[src/rtl/fluxo_nivel_jogada_if.sv]
// Signal bundle between the game control unit (master) and the per-level play engine (slave).
interface fluxo_nivel_jogada_if;
    logic       zeraN;
    logic       contaN;
    logic       zeraM;
    logic [3:0] botoes;
    logic       nivel_concluido;
    logic       nivelIgualUltimoNivel;
    logic       nivelMenorOuIgualUltimoNivel;
    logic       jogada_certa;
    logic       jogada_errada;
    logic [3:0] db_nivel;
    logic [3:0] db_jogada;
    logic [2:0] db_estado;

    modport master (
        output zeraN, contaN, zeraM, botoes,
        input  nivel_concluido, nivelIgualUltimoNivel, nivelMenorOuIgualUltimoNivel,
               jogada_certa, jogada_errada, db_nivel, db_jogada, db_estado
    );

    modport slave (
        input  zeraN, contaN, zeraM, botoes,
        output nivel_concluido, nivelIgualUltimoNivel, nivelMenorOuIgualUltimoNivel,
               jogada_certa, jogada_errada, db_nivel, db_jogada, db_estado
    );
endinterface

[src/rtl/fluxo_nivel_jogada.sv]
// Per-level play engine: level counter N, move counter M and the move-judging FSM.
// Optional idle timeout per move is enabled by defining JOGADA_TIMEOUT_EN.
module fluxo_nivel_jogada #(
    parameter int          ULTIMO_NIVEL = 15,
    parameter logic [31:0] SEQ          = 32'hB4E1_72D8
`ifdef JOGADA_TIMEOUT_EN
    , parameter int        TIMEOUT_CICLOS = 5000
`endif
) (
    input logic               clock,
    input logic               reset,
    fluxo_nivel_jogada_if.slave bus
);

    typedef enum logic [2:0] {
        BLOQUEADO = 3'b000,
        ESPERA    = 3'b001,
        COMPARA   = 3'b010,
        ACERTO    = 3'b011,
        ERRO      = 3'b100,
        FIM_NIVEL = 3'b101
    } estado_t;

    localparam logic [3:0] ULTIMO = 4'(ULTIMO_NIVEL);

    estado_t    estado;
    logic [3:0] nivel;
    logic [3:0] jogada_m;
    logic [3:0] jogada;
    logic [3:0] botoes_ant;
    logic       certa;
    logic       errada;
    logic       concluido;
    logic       press;
    logic [1:0] botao_seq;
    logic [3:0] esperado;
    logic       correto;

    assign press     = (botoes_ant == 4'b0000) && (bus.botoes != 4'b0000);
    assign botao_seq = SEQ[{jogada_m, 1'b0} +: 2];
    assign esperado  = 4'b0001 << botao_seq;
    assign correto   = (jogada == esperado);

    always_ff @(posedge clock or posedge reset) begin
        if (reset) begin
            nivel      <= 4'd0;
            botoes_ant <= 4'd0;
        end else begin
            botoes_ant <= bus.botoes;
            if (bus.zeraN)
                nivel <= 4'd0;
            else if (bus.contaN && (nivel != ULTIMO))
                nivel <= nivel + 4'd1;
        end
    end

`ifdef JOGADA_TIMEOUT_EN
    localparam logic [12:0] LIMITE = 13'(TIMEOUT_CICLOS - 1);
    logic [12:0] ocioso;
`endif

    // zeraM overrides every transition; pulse outputs are registered alongside the state.
    always_ff @(posedge clock or posedge reset) begin
        if (reset) begin
            estado    <= BLOQUEADO;
            jogada_m  <= 4'd0;
            jogada    <= 4'd0;
            certa     <= 1'b0;
            errada    <= 1'b0;
            concluido <= 1'b0;
`ifdef JOGADA_TIMEOUT_EN
            ocioso    <= 13'd0;
`endif
        end else begin
            certa     <= 1'b0;
            errada    <= 1'b0;
            concluido <= 1'b0;
            if (bus.zeraM) begin
                estado   <= ESPERA;
                jogada_m <= 4'd0;
                jogada   <= 4'd0;
`ifdef JOGADA_TIMEOUT_EN
                ocioso   <= 13'd0;
`endif
            end else begin
                case (estado)
                    BLOQUEADO: estado <= BLOQUEADO;
                    ESPERA: begin
                        if (press) begin
                            jogada <= bus.botoes;
                            estado <= COMPARA;
`ifdef JOGADA_TIMEOUT_EN
                            ocioso <= 13'd0;
                        end else if (ocioso == LIMITE) begin
                            errada <= 1'b1;
                            estado <= ERRO;
                        end else begin
                            ocioso <= ocioso + 13'd1;
`endif
                        end
                    end
                    COMPARA: begin
                        if (correto && (jogada_m == nivel)) begin
                            certa     <= 1'b1;
                            concluido <= 1'b1;
                            estado    <= FIM_NIVEL;
                        end else if (correto) begin
                            certa  <= 1'b1;
                            estado <= ACERTO;
                        end else begin
                            errada <= 1'b1;
                            estado <= ERRO;
                        end
                    end
                    ACERTO: begin
                        jogada_m <= jogada_m + 4'd1;
                        estado   <= ESPERA;
`ifdef JOGADA_TIMEOUT_EN
                        ocioso   <= 13'd0;
`endif
                    end
                    ERRO: begin
                        jogada_m <= 4'd0;
                        estado   <= ESPERA;
`ifdef JOGADA_TIMEOUT_EN
                        ocioso   <= 13'd0;
`endif
                    end
                    FIM_NIVEL: estado <= BLOQUEADO;
                    default:   estado <= BLOQUEADO;
                endcase
            end
        end
    end

    assign bus.nivel_concluido              = concluido;
    assign bus.jogada_certa                 = certa;
    assign bus.jogada_errada                = errada;
    assign bus.nivelIgualUltimoNivel        = (nivel == ULTIMO);
    assign bus.nivelMenorOuIgualUltimoNivel = (int'(nivel) <= ULTIMO_NIVEL);
    assign bus.db_nivel                     = nivel;
    assign bus.db_jogada                    = jogada_m;
    assign bus.db_estado                    = estado;

endmodule

[src/flat_wrapper.sv]
// flat-port wrapper written by rule: the top's interface ports become plain ports
module fluxo_nivel_jogada_flat 
#(
    parameter int          ULTIMO_NIVEL = 15,
    parameter logic [31:0] SEQ          = 32'hB4E1_72D8

)
  (clock, reset, bus_zeraN, bus_contaN, bus_zeraM, bus_botoes, bus_nivel_concluido, bus_nivelIgualUltimoNivel, bus_nivelMenorOuIgualUltimoNivel, bus_jogada_certa, bus_jogada_errada, bus_db_nivel, bus_db_jogada, bus_db_estado);
  fluxo_nivel_jogada_if bus_i ();
  input logic clock;
  input logic reset;
  input wire logic [$bits(bus_i.zeraN)-1:0] bus_zeraN;
  input wire logic [$bits(bus_i.contaN)-1:0] bus_contaN;
  input wire logic [$bits(bus_i.zeraM)-1:0] bus_zeraM;
  input wire logic [$bits(bus_i.botoes)-1:0] bus_botoes;
  output wire logic [$bits(bus_i.nivel_concluido)-1:0] bus_nivel_concluido;
  output wire logic [$bits(bus_i.nivelIgualUltimoNivel)-1:0] bus_nivelIgualUltimoNivel;
  output wire logic [$bits(bus_i.nivelMenorOuIgualUltimoNivel)-1:0] bus_nivelMenorOuIgualUltimoNivel;
  output wire logic [$bits(bus_i.jogada_certa)-1:0] bus_jogada_certa;
  output wire logic [$bits(bus_i.jogada_errada)-1:0] bus_jogada_errada;
  output wire logic [$bits(bus_i.db_nivel)-1:0] bus_db_nivel;
  output wire logic [$bits(bus_i.db_jogada)-1:0] bus_db_jogada;
  output wire logic [$bits(bus_i.db_estado)-1:0] bus_db_estado;
  assign bus_i.zeraN = bus_zeraN;
  assign bus_i.contaN = bus_contaN;
  assign bus_i.zeraM = bus_zeraM;
  assign bus_i.botoes = bus_botoes;
  assign bus_nivel_concluido = bus_i.nivel_concluido;
  assign bus_nivelIgualUltimoNivel = bus_i.nivelIgualUltimoNivel;
  assign bus_nivelMenorOuIgualUltimoNivel = bus_i.nivelMenorOuIgualUltimoNivel;
  assign bus_jogada_certa = bus_i.jogada_certa;
  assign bus_jogada_errada = bus_i.jogada_errada;
  assign bus_db_nivel = bus_i.db_nivel;
  assign bus_db_jogada = bus_i.db_jogada;
  assign bus_db_estado = bus_i.db_estado;
  fluxo_nivel_jogada #(.ULTIMO_NIVEL(ULTIMO_NIVEL), .SEQ(SEQ)) u_core (.clock(clock), .reset(reset), .bus(bus_i));
endmodule
[config.mk]
export PLATFORM = sky130hd
export DESIGN_NAME = fluxo_nivel_jogada_flat
export DESIGN_NICKNAME = d
export VERILOG_FILES = /design/src/rtl/fluxo_nivel_jogada_if.sv /design/src/rtl/fluxo_nivel_jogada.sv /design/src/flat_wrapper.sv
export SDC_FILE = /design/constraint.sdc
export NUM_CORES = 1
export LEC_CHECK = 0
export ABC_AREA = 1
export CORE_ASPECT_RATIO = 1.2
export CORE_MARGIN = 2
export CORE_UTILIZATION = 45
export CTS_CLUSTER_DIAMETER = 100
export DETAILED_ROUTE_END_ITERATION = 8
export GPL_TIMING_DRIVEN = 1
export PLACE_DENSITY = 0.83
export SYNTH_ARGS = -nofsm -noshare
export SYNTH_HDL_FRONTEND = slang
export SYNTH_SLANG_ARGS = --single-unit
[constraint.sdc]
create_clock -name clock -period 1.7 [get_ports clock]
set_clock_uncertainty 0.05 [all_clocks]
set_input_delay 0.255 -clock clock [delete_from_list [all_inputs] [get_ports clock]]
set_output_delay 0.255 -clock clock [all_outputs]
set_load 0.1 [all_outputs]
Yosys cells after proc, flatten, opt, wreduce, memory -nomap -nowiden
Cells that the tools add are included.

Shift-type cells: 2. Reductions and logical operators: 11. Multiplexer cells: 23. $add $sub $neg: 2. Equal/unequal tests: 9.

Operator list (count): 32-bit by 6-bit variable part select with 2-bit output, first input constant (1); 4-bit 2-to-1 mux (6); 3-bit 2-to-1 mux (4); 1-bit 2-to-1 mux (11); 3-bit one-hot mux with 3 select lines (1); 4-bit by 1-bit adder with 4-bit output, second input constant (2); 4-bit == test (2); 4-bit one-hot mux with 2 select lines (1); 3-bit by 2-bit == test with 1-bit output, second input constant (2); 2-bit nonzero test (3); 4-bit == test, second input constant (1); 4-bit zero test (1); 4-bit != test, second input constant (1); 4-bit nonzero test (1); 1-bit by 2-bit left shift with 4-bit output, first input constant (1); 3-bit by 1-bit == test with 1-bit output, second input constant (1); 3-bit == test, second input constant (1); 1-bit logical AND (3); 3-bit by 2-bit != test with 1-bit output, second input constant (1); 3-bit nonzero test (1); 2-bit AND reduction (1); 2-bit OR reduction (1).

Bits in registers: 22.

Logic depth before layout (Yosys ltp)
Gate-level depths: netlist of run 1.

Word-level depth: 7. Mapped depth: 12. Depth with buffers taken out: 12.

Worst setup path before layout of run 1
Ideal clock, no wire load.

Kind: flip-flop to output port. Start point: reg u_core.nivel[1] (netlist: u_core.bus.db_nivel[1]). End point: out bus_nivelIgualUltimoNivel. Data required time: 1.395 ns. Path buffers: 0. Stages on the path, launching flop included: 4. Slack: -1.265 ns. Data arrival time: 2.660 ns. Cells stage by stage: dfrtp_1 > ha_1 > nand2_1 > nor2_1.

Longest elaborated chain between the ends: 1.

RTL lines: from (decl) (line fluxo_nivel_jogada.sv:27) `logic [3:0] nivel;`; from (signal assigned) (line fluxo_nivel_jogada.sv:53) `nivel <= nivel + 4'd1;`; 4-bit == test (line fluxo_nivel_jogada.sv:139) `assign bus.nivelIgualUltimoNivel = (nivel == ULTIMO);`; to (decl) (line flat_wrapper.sv:17) `output wire logic [$bits(bus_i.nivelIgualUltimoNivel)-1:0] bus_nivelIgualUltimoNivel;`.

No other way between the ends.

Worst setup path after layout of run 1
Start point: reg u_core.jogada_m[1] (netlist: u_core.bus.db_jogada[1]). End point: reg u_core.concluido (netlist: u_core.bus.nivel_concluido).

Longest elaborated chain between the ends: 7. Elaborated cells between the ends (all ways): 8. Those cells by class: 2 x eq/ne; 2 x shift; 3 x mux; 1 x reduce/logical.

RTL lines: from (decl) (line fluxo_nivel_jogada.sv:28) `logic [3:0] jogada_m;`; from (signal assigned) (line fluxo_nivel_jogada.sv:116) `jogada_m <= jogada_m + 4'd1;`; 32-bit by 6-bit variable part select with 2-bit output (line fluxo_nivel_jogada.sv:40) `assign botao_seq = SEQ[{jogada_m, 1'b0} +: 2];`; 1-bit by 2-bit left shift with 4-bit output (line fluxo_nivel_jogada.sv:41) `assign esperado = 4'b0001 << botao_seq;`; 4-bit == test (line fluxo_nivel_jogada.sv:42) `assign correto = (jogada == esperado);`; 1-bit logical AND (*) (line fluxo_nivel_jogada.sv:103) `if (correto && (jogada_m == nivel)) begin`; 1-bit 2-to-1 mux (*) (line fluxo_nivel_jogada.sv:103); 1-bit 2-to-1 mux (*) (line fluxo_nivel_jogada.sv:86) `case (estado)`; 1-bit 2-to-1 mux (*) (line fluxo_nivel_jogada.sv:78) `if (bus.zeraM) begin`; to (signal assigned) (line fluxo_nivel_jogada.sv:70) `concluido <= 1'b0;`; to (signal assigned) (line fluxo_nivel_jogada.sv:77) `concluido <= 1'b0;`; to (signal assigned) (line fluxo_nivel_jogada.sv:105) `concluido <= 1'b1;`; to (decl) (line fluxo_nivel_jogada.sv:33) `logic concluido;`.

Mark *: on every way between the ends. The rest lies on a longest branch, timed or not. A chain may end at the register's enable or synchronous reset.

==> out/metrics.cfg, run 1 <==
[global_route]
grt.overflow.total=0
grt_pass1_vias=1210
antenna_found_initial=0
grt_max_degree=23
grt_pass1_wl_um=5090
grtUsageTotal=0.217

[place]
gp_congestion=0.861
portBuffers=23
post-dp-hpwl_um=2250

[sta]
fin_ws_ps=-84.1
slew_headroom=0.577
fin_crit_ps=1780
fin_crit_sh=1.05
hold_viol=0
setup_viol_count_final=6
fmax_mhz=561
drv_slew=0
tightest_slew_ps=630
hold_ws_ps=197
grt_setup_unrepaired=true

[drt]
drc=0
wl_um=3280
drt_pass1_iterations=4
wl_per_cell_um=15.1
vias=1123
ant_nets=0
first_iter_violations=26
vias_per_cell=5.18

[yosys]
synth_top_area_cell=dfrtp_1
synth_cell_types=27
postSynthNetCount=157
yosysMostFrequentCell=nand2_1
synth_commonest_cells=25 x nand2_1, 24 x inv_1, 22 x dfrtp_1, 14 x nor2_1, 9 x nand3_1
synth_seq_cells=22
syn_inst=144
ys_seq_area_frac=0.461
synth-edff-count=0
async_flop_share=1.00
yosys_warnings=0
synthFlopType=dfrtp_1
synth_top_cells_by_area=dfrtp_1 46%, nand2_1 7.9%, inv_1 7.5%, nor2_1 4.4%, ha_1 4.2%
synth.avg_cell_area_um2=8.30
synth_area_um2=1190
yosysTopAreaCellShare=0.461

[pwr]
cellLeakagePower_uw=0.000862
power_density_nw_per_um2=955
peakVddDrop_mv=0.698

[setup_path]
cp_data_arrival_time_ps=1990
startpoint_type=register
cp_max_fo=4
timing.rr.start=u_core.bus.db_jogada[1]
cp-startpoint=u_core.bus.db_jogada[1]
r2r_end=u_core.bus.nivel_concluido
r2r_slack_ps=-80
cp-endpoint=u_core.bus.nivel_concluido
r2r_cells=11
worstPathRequired_ps=1910
worstSetupEndpointType=register
critPathKind=reg2reg

[clock_network]
cts_hold_buf=0
cts_buffers=3
cts_root_buf=clkbuf_4
cts.clk_slew.worst_paths_ps=130
htreeDepth=1
cts_num_sinks=22
cts_tree=yes
clk_latency_ps=330
clockBufferDepth=2

[cells_and_area]
nets=198
multiInputGateArea_um2=602
drive_gt1_frac=0.429
diodes=0
regArea_um2=577
syn2layout_area_growth_pct=57.1
fill_cells=169
final_util=0.743

[floorplan]
core_um2=2530
rows=20
die_area_um2=3090
die_h_um=60.5
start_util=0.473
ioPinCount=25
die_w_um=51.0

[status]
outcome=complete, but fails checks
violations=setup timing

[min_path]
hp-class=in2async

[job]
drv_cap=0

-- sequential cells by signal, indices dropped and copies added, names as in the netlist --
name	flops
u_core.jogada	4
u_core.bus.db_jogada	4
u_core.botoes_ant	4
u_core.bus.nivel_concluido	1
u_core.bus.jogada_errada	1
u_core.bus.jogada_certa	1
u_core.bus.db_nivel	4
u_core.bus.db_estado	3
-- metal layers --
layer / vias up / GRT usage / share of wire
met5: - / 0 / 0
li1: 536 / - / -
met4: 0 / 0.112 / 0.013
met2: 28 / 0.412 / 0.57
met1: 555 / 0.233 / 0.40
met3: 4 / 0.0320 / 0.020
-- worst min path at each step --
| stage | end |
|---|---|
| global route | u_core.bus.db_nivel[0] |
| CTS | u_core.bus.db_nivel[0] |
| floorplan | u_core.botoes_ant[0] |
| global placement | u_core.jogada[2] |
| detailed placement | u_core.jogada[0] |
| finish | u_core.bus.db_nivel[1] |
-- cells by family (layout without fill, tap and decap cells) --
group	count (synthesis)	count (layout)	share of synthesized area
flip-flops	22	22	0.461
AO/OA/AOI/OAI	19	19	0.0963
AND/OR/NAND/NOR	65	65	0.266
other	1	1	0.00314
buffers and inverters	29	69	0.103
XOR/XNOR	4	4	0.0293
adder cells (fa/ha/maj)	4	4	0.0419
-- metrics by stage --
step | setup TNS, ps | power (µW) | cell area, µm² | cells | setup slack, ps
finish | -388 | 1790 | 1880 | 217 | -84.1
global route | -718 | 1860 | 1880 | 217 | -148
CTS | -98.5 | 1720 | 1810 | 214 | -48.0
detailed placement | -67.7 | 1250 | 1700 | 204 | -29.4
global placement | 0 | 1220 | 1700 | 204 | 56.1
floorplan | -798 | 1030 | 1250 | 144 | -156
-- cell usage in the layout (no fill, tap or decap), drive strengths merged --
cell type / n
ha: 4
xor2: 2
clkbuf: 3
o41ai: 1
nor2: 15
nor3b: 1
xnor2: 2
nand3: 12
inv: 27
nand2: 29
o31ai: 1
o22ai: 5
conb: 1
nor3: 6
nand4: 2
bufinv: 1
dfrtp: 22
buf: 30
a21oi: 9
o21ai: 3
clkdlybuf4s50: 8
-- worst max-delay path, cell delays in order (launching register included) --
cell and delay, ps:
dfrtp_4 530, inv_4 80, ha_4 200, inv_2 70, nand2_2 70, nand3_4 100
nand2_1 50, o21ai_1 90, nand3_2 110, nor2_4 130, nand2_2 90, nor3_2 130
-- layout make-up --
class	instances	area share
tap	33	0.0220
multi-input combinational	93	0.321
sequential	22	0.307
inverter	27	0.0593
clock buffer	3	0.0120
clock inverter	1	0.0160
timing repair buffer	38	0.263
-- power by group --
group	total, µW	internal (µW)	switching [µW]
Clock	418	239	180
Sequential	596	564	32.4
Combinational	778	312	466
-- what timing repair did --
item,in CTS,in global routing
resized for setup,5,12
endpoints found under the setup margin,5,7
setup buffers,6,3
pin swaps,3,9
(Power assumes the default switching activity.)
==> run 2: changes to the inputs <==
- clock period: 1.7 -> 1.5 ns (I/O delays scaled with it)
==> run 2 against run 1 <==
  * Sequential share of layout area fell by 2.5 points
  * Register-to-register slack got worse by 140 ps
  * Clock power increased by 9.6%
  * Combinational power grew 18%
  * The flow still finishes with violations (setup timing)
  * Utilization rose by 7.5 points
==> out/metrics.cfg, run 2 (synthesized netlist as in run 1, its figures left out) <==
[sta]
drv_slew=0  ; unchanged
setup_viol_count_final=9  ; +3
hold_ws_ps=182  ; -14.3 ps
fin_crit_sh=1.15  ; +0.0999
fin_crit_ps=1720  ; -60.1 ps
hold_viol=0  ; unchanged
grt_setup_unrepaired=true
fin_ws_ps=-224  ; -140 ps
fmax_mhz=580  ; +3.5%

[setup_path]
cp-startpoint=u_core.bus.db_jogada[0]
cp_cell_sequence=inv_4, ha_4, inv_4, nand2_4, nand3_4, nand2_2, o21ai_2, nand3_2, nor2_4, nand3_2, a21oi_2
worstSetupEndpointType=register
startpoint_type=register
critPathKind=reg2reg
cp_max_fo=4  ; unchanged
slowest_delay_ps=510  ; -20 ps
timing.rr.start=u_core.bus.db_jogada[0]
worstPathRequired_ps=1710  ; -200 ps
cp_slowest_cell=dfrtp_4
cp_data_arrival_time_ps=1930  ; -60 ps

[cells_and_area]
fill_cells=150  ; -11%
final_common_cell=buf_4
final_util=0.818  ; +0.0752
multiInputGateArea_um2=664  ; +10%
nets=213  ; +7.6%
layout.cells.non_filler=232  ; +6.9%
drive_gt1_frac=0.518  ; +0.0882
regArea_um2=584  ; +1.3%
mostFrequentLayoutCells=28 x buf_4, 19 x inv_1, 19 x nand2_1, 15 x buf_12, 11 x dfrtp_1
syn2layout_area_growth_pct=73.0
design_area_um2=2070  ; +10%
diodes=0  ; unchanged

[pwr]
peakVddDrop_mv=0.957  ; +37%
power_density_nw_per_um2=992  ; +3.9%
cellLeakagePower_uw=0.000944  ; +9.5%

[drt]
wl_um=3390  ; +3.3%
drt_pass1_iterations=4  ; unchanged
drc=0  ; unchanged
ant_nets=0  ; unchanged
wl_per_cell_um=14.6  ; -3.4%
vias=1195  ; +6.4%
first_iter_violations=33  ; +27%
vias_per_cell=5.15  ; -0.47%

[clock_network]
cts_root_buf=clkbuf_4
htreeDepth=1  ; unchanged
cts_hold_buf=0  ; unchanged
clk_latency_ps=320  ; about the same
cts.clk_slew.worst_paths_ps=120  ; about the same
cts_buffers=3  ; unchanged
cts_tree=yes
clockBufferDepth=2  ; unchanged
cts_num_sinks=22  ; unchanged

[min_path]
hp-class=in2async

[place]
postPlaceCellArea_um2=1840  ; +8.6%
gp_congestion=0.892  ; +3.5%
portBuffers=23  ; unchanged
dpl.cell_count=217  ; +6.4%
place_ws_ps=-176  ; -147 ps
post-dp-hpwl_um=2310  ; +2.4%

[global_route]
grt_pass1_wl_um=5040  ; -0.94%
grtUsageTotal=0.221  ; +0.00457
grt_pass1_vias=1187  ; -1.9%
antenna_found_initial=0  ; unchanged
grt_max_degree=23  ; unchanged
grt.overflow.total=0  ; unchanged

[status]
outcome=complete, but fails checks
violations=setup timing

[floorplan]
rows=20  ; unchanged
start_util=0.473  ; unchanged
die_area_um2=3090  ; unchanged
die_h_um=60.5  ; unchanged
core_um2=2530  ; unchanged
die_w_um=51.0  ; unchanged
ioPinCount=25  ; unchanged

[job]
drv_cap=0  ; unchanged

-- run 2: final timing paths --
path                                      endpoint  slack (ps)  depth (start not counted)
max                        u_core.bus.db_estado[1]        -220                         11
min                               u_core.jogada[1]         180                          3
max reg2reg                u_core.bus.db_estado[1]        -220                         11
min reg2reg                       u_core.jogada[1]         550                          2
max in group asynchronous  u_core.bus.db_jogada[0]         960                          3
min in group clock            u_core.botoes_ant[0]         310                          1
-- run 2: critical path, delay by kind of cell, from the launching register on --
kind	cells	cell delay, ps
and+or+nand+nor	6	540
DFF	1	510
adders and majority gates	1	210
AOI/OAI and AO/OA	2	200
buffers and inverters	2	140
-- run 2: power by group --
part	internal, µW	switching (µW)	total, µW
Clock	271	187	458
Combinational	378	540	918
Sequential	640	34.3	675
-- run 2: stage by stage --
step                power, µW  setup TNS (ps)
finish                   2050           -1330
global route             2130           -2240
CTS                      1980           -1090
detailed placement       1470           -1230
global placement         1450            -720
floorplan                1180           -2140
-- run 2: cell type report --
| class | count | share of cell area |
|---|---|---|
| clock buffer | 3 | 0.0109 |
| clock inverter | 1 | 0.0145 |
| inverter | 27 | 0.0539 |
| multi-input combinational | 93 | 0.321 |
| sequential | 22 | 0.283 |
| tap | 33 | 0.0200 |
| timing repair buffer | 53 | 0.297 |
-- run 2: metal layers --
layer	up-vias	part of all wire	global-route usage
met3	11	0.030	0.0320
met4	0	0.030	0.135
met2	34	0.58	0.410
met1	581	0.36	0.239
met5	-	0	0
li1	569	-	-
-- run 2: timing repair --
action | in CTS | in global routing
setup buffers | 6 | 6
pin swaps | 5 | 13
endpoints found under the setup margin | 12 | 14
hold endpoints to repair | 0 | 0
gates cloned | 0 | 0
gates resized for setup | 6 | 19
